==> config.mk <==
export PLATFORM = sky130hd
export DESIGN_NAME = varint_encoder_p
export DESIGN_NICKNAME = d
export VERILOG_FILES = /design/src/rtl/varint_encoder_p.sv
export SDC_FILE = /design/constraint.sdc
export NUM_CORES = 1
export LEC_CHECK = 0
export CELL_PAD_IN_SITES_DETAIL_PLACEMENT = 1
export CELL_PAD_IN_SITES_GLOBAL_PLACEMENT = 1
export CORE_ASPECT_RATIO = 0.6
export CORE_MARGIN = 5
export CORE_UTILIZATION = 40
export CTS_BUF_LIST = sky130_fd_sc_hd__clkbuf_2
export CTS_CLUSTER_DIAMETER = 150
export CTS_CLUSTER_SIZE = 10
export DETAILED_ROUTE_END_ITERATION = 10
export PLACE_DENSITY = 0.89
export SLEW_MARGIN = 0
export SYNTH_ARGS = -nofsm -noshare
export SYNTH_HDL_FRONTEND = slang
export SYNTH_SLANG_ARGS = --single-unit
==> constraint.sdc <==
create_clock -name clk -period 3.29 [get_ports clk]
set_clock_uncertainty 0.1 [all_clocks]
set_input_delay 0.4935 -clock clk [delete_from_list [all_inputs] [get_ports clk]]
set_output_delay 0.4935 -clock clk [all_outputs]
set_load 0.005 [all_outputs]
==> src/rtl/varint_encoder_p.sv <==
// Protobuf-style varint (LEB128) encoder.
// Pops one value at a time from a first-word-fall-through FIFO, optionally
// zigzag-maps it, emits it as 7-bit groups (least significant first, bit 7
// set on every byte except the last) and then pushes the byte count and the
// field index to a separate metadata FIFO.
module varint_encoder_p #(
  parameter int DATA_W = 32,
  parameter int IDX_W  = 8
) (
  input  logic              clk,
  input  logic              reset,
  input  logic              in_empty,
  input  logic [DATA_W-1:0] in_data,
  input  logic              in_zigzag,
  input  logic [IDX_W-1:0]  in_index,
  output logic              in_pop,
  input  logic              out_full,
  output logic              out_push,
  output logic [7:0]        out_data,
  output logic              out_last,
  output logic              out_clr,
  input  logic              meta_full,
  output logic              meta_push,
  output logic [3:0]        meta_size,
  output logic [IDX_W-1:0]  meta_index,
  output logic              encoding
);

  typedef enum logic [1:0] {
    INIT   = 2'd0,
    IDLE   = 2'd1,
    ENCODE = 2'd2,
    META   = 2'd3
  } state_t;

  state_t             state;
  logic [DATA_W-1:0]  shreg;
  logic [3:0]         count;
  logic [IDX_W-1:0]   index_q;
  logic [DATA_W-1:0]  zz_value;
  logic               more;

  // Zigzag maps small-magnitude signed values onto small unsigned codes:
  // shift left one place and flip every bit when the value is negative.
  assign zz_value = {in_data[DATA_W-2:0], 1'b0} ^ {DATA_W{in_data[DATA_W-1]}};

  // Any bit left above the current 7-bit group means another byte follows.
  assign more = |shreg[DATA_W-1:7];

  // Handshake strobes are the only outputs allowed to follow the FIFO flags.
  // out_clr is qualified by the reset pin so it stays low while reset is held
  // and pulses for the single INIT cycle that follows release.
  assign in_pop    = (state == IDLE)   && !in_empty;
  assign out_push  = (state == ENCODE) && !out_full;
  assign meta_push = (state == META)   && !meta_full;
  assign out_clr   = (state == INIT)   && reset;

  // Byte, last flag and metadata come straight from the state registers.
  assign out_data   = (state == ENCODE) ? {more, shreg[6:0]} : 8'h00;
  assign out_last   = (state == ENCODE) && !more;
  assign meta_size  = count;
  assign meta_index = index_q;

  // Main controller: capture on pop, shift out 7 bits per accepted byte,
  // then hand the byte count and index to the metadata FIFO.
  always_ff @(posedge clk or negedge reset) begin
    if (!reset) begin
      state    <= INIT;
      shreg    <= '0;
      count    <= '0;
      index_q  <= '0;
      encoding <= 1'b0;
    end else begin
      case (state)
        INIT: begin
          state <= IDLE;
        end
        IDLE: begin
          if (!in_empty) begin
            shreg    <= in_zigzag ? zz_value : in_data;
            index_q  <= in_index;
            count    <= '0;
            encoding <= 1'b1;
            state    <= ENCODE;
          end
        end
        ENCODE: begin
          if (!out_full) begin
            shreg <= shreg >> 7;
            count <= count + 4'd1;
            if (!more) begin
              state <= META;
            end
          end
        end
        META: begin
          if (!meta_full) begin
            count    <= '0;
            encoding <= 1'b0;
            state    <= IDLE;
          end
        end
        default: begin
          state <= INIT;
        end
      endcase
    end
  end

endmodule

==> flow_summary.json <==
{
  "yosysMostFrequentCell": "dfrtp_1",
  "syn_area_per_cell_um2": 8.716,
  "endpoint": "out_last",
  "syn_nets": 374,
  "ys_types": 34,
  "root_buffer": "clkbuf_2",
  "crit_fanout": 3,
  "worst_setup_hold_path_clk_slew_ps": 230,
  "antenna_found_initial": 0,
  "grt_overflow": 0,
  "port_buffers": 71,
  "n_antenna_cell": 0,
  "drt_wl_total_mm": 8.189,
  "vias_per_cell": 5.409,
  "core-area_um2": 6734,
  "arrival_ps": 2190,
  "grt_usage": 0.1926,
  "first_iter_violations": 128,
  "yosys_warnings": 0,
  "clock-sinks": 47,
  "fillCellCount": 802,
  "clockBufferDepth": 2,
  "cp-start-kind": "flip-flop",
  "p_per_area_nw_per_um2": 756.1,
  "synth_edf_count": 0,
  "die_h_um": 74.88,
  "tns_ps": 0,
  "fin_crit_ps": 2785,
  "placed_area_um2": 3516,
  "worst-setup-path-type": "flip-flop to output pin",
  "grt_pass1_wl_mm": 13.49,
  "drive_above_1_share": 0.06667,
  "whs_ps": 83.33,
  "required_ps": 2700,
  "final_cell_area_um2": 3546,
  "rrSetupSlack_ps": 880,
  "cts_hold_buf": 0,
  "reg2reg_depth": 4,
  "post-cts-setup-buffers": 0,
  "slew_viol_final": 0,
  "fin_crit_sh": 0.8464,
  "async_reset_ff_frac": 1.000,
  "h-tree-depth": 2,
  "synth_flop_cell": "dfrtp_1",
  "worst_pin_slew_ps": 1221,
  "die_area_um2": 8846,
  "grt_pass1_vias": 2612,
  "ys_top_cells_by_count": "dfrtp_1 (47), nand2_1 (43), o21ai_0 (40)",
  "max_cap_violations": 0,
  "row_count": 23,
  "reg2reg_to": "shreg[19]",
  "post_cts_resized": 0,
  "postSynthCellCount": 322,
  "synth_area_leaders": "dfrtp_1 (42%), xnor2_1 (9.4%), o21ai_0 (7.1%), a211oi_1 (6.4%), nand2_1 (5.8%)",
  "syn_area_um2": 2806,
  "area_growth_pct": 26.35,
  "hp-class": "input pin to async pin",
  "vias": 2499,
  "io_pins": 72,
  "dp_hpwl_mm": 6.256,
  "nNetsFinal": 428,
  "outcome": "finished clean",
  "ant_nets": 0,
  "drc_errors": 0,
  "cts_buffers": 5,
  "ys_ff_latch": 47,
  "drt_pass1_iterations": 4,
  "rr_startpoint": "state[0]",
  "hold_viol": 0,
  "yosys.area.top_type": "dfrtp_1",
  "clock_latency_ps": 420,
  "cts_tree": "done",
  "setup_viol": 0,
  "leakage_nw": 1.435,
  "routedWlPerCell_um": 17.73,
  "synth.top_cell.area_share": 0.4191,
  "yosysSeqAreaShare": 0.4191,
  "end_kind": "output pin",
  "grt_max_degree": 63,
  "slew_headroom": 0.1832,
  "rsz0062_at_grt": "no",
  "setup.worst_path.start": "shreg[11]",
  "initial_core_util": 0.4168,
  "gp_congestion": 0.7567,
  "fmax_mhz": 359.1,
  "die_w_um": 118.1,
  "peakVddDrop_uv": 265.8
}
==> power by group <==
group / leakage [nW] / internal [mW] / switching, mW
Combinational: 0.829 / 0.609 / 0.749
Clock: 0.0249 / 0.0479 / 0.178
Sequential: 0.582 / 0.858 / 0.239
==> through the flow <==
step / worst slack [ps] / util / instances / total power [mW]
final: 505.4 / 0.5266 / 462 / 2.681
after global routing: 345.6 / 0.5266 / 462 / 2.915
after CTS: 467.4 / 0.5266 / 462 / 2.697
after detailed placement: 894.9 / 0.5221 / 456 / 2.471
after global placement: 974.0 / 0.5221 / 456 / 2.360
after floorplan: 1407 / - / 322 / 1.888
==> worst min path at each step <==
| stage | cells after the start | slack, ps | start | end |
|---|---|---|---|---|
| 6_report | 2 | 80 | reset | meta_index[7] |
| 5_1_grt | 2 | 90 | reset | meta_index[1] |
| 3_5_place_dp | 2 | 370 | shreg[4] | shreg[4] |
| 3_3_place_gp | 2 | 360 | shreg[3] | shreg[3] |
| 2_1_floorplan | 0 | 100 | reset | encoding |
| 4_1_cts | 2 | 80 | reset | meta_index[1] |
==> layout by cell type, fill, tap and decap left out, types with 2 or more instances in the layout <==
master            n
xnor2_1          30
mux2i_1           2
clkbuf_2          6
nor2_1           28
nand3_1           2
a211oi_1         24
a22o_1            2
buf_4             3
o21ai_0          39
inv_1             4
and2_1            9
nor4_1            5
dfrtp_1          47
nand2b_1          3
ha_1              5
clkdlybuf4s50_1  68
nand2_1          43
buf_2             3
a21oi_1          26
nor2b_1           3
mux2_2            8
==> area by class of cell <==
type,instances,area [µm²],area share
multi-input combinational,244,1498,0.4224
sequential,47,1176,0.3317
timing repair buffer,74,718.2,0.2025
tap,87,108.9,0.03070
clock buffer,6,30.03,0.008469
inverter,4,15.01,0.004234
==> cells by family after synthesis <==
kind of cell	Yosys count	share of synthesized area
flops	47	0.4191
fa+ha+maj	6	0.02675
xor+xnor	31	0.09675
mux	12	0.04860
buf+inv	31	0.05216
simple gates	97	0.1529
compound gates	98	0.2037
==> sequential cells by signal (all words and copies together), names as in the netlist <==
| signal | flops |
|---|---|
| state | 2 |
| shreg | 32 |
| meta_size | 4 |
| encoding | 1 |
| meta_index | 8 |
==> worst max-delay path, cell delays in order, from the launching register on <==
cell,delay [ps]
dfrtp_1,500
nor4_1,350
nand3_1,180
nor2_1,120
and2_1,130
clkdlybuf4s50_1,500
==> metal layers <==
layer,up-vias,global-route usage,wire length [µm]
met5,-,0,0
met4,0,0.04453,59
met3,5,0.04054,374
met2,53,0.3115,3841
met1,1229,0.2700,3913
li1,1212,-,-
Note: power is estimated with default switching activity, not from simulation.
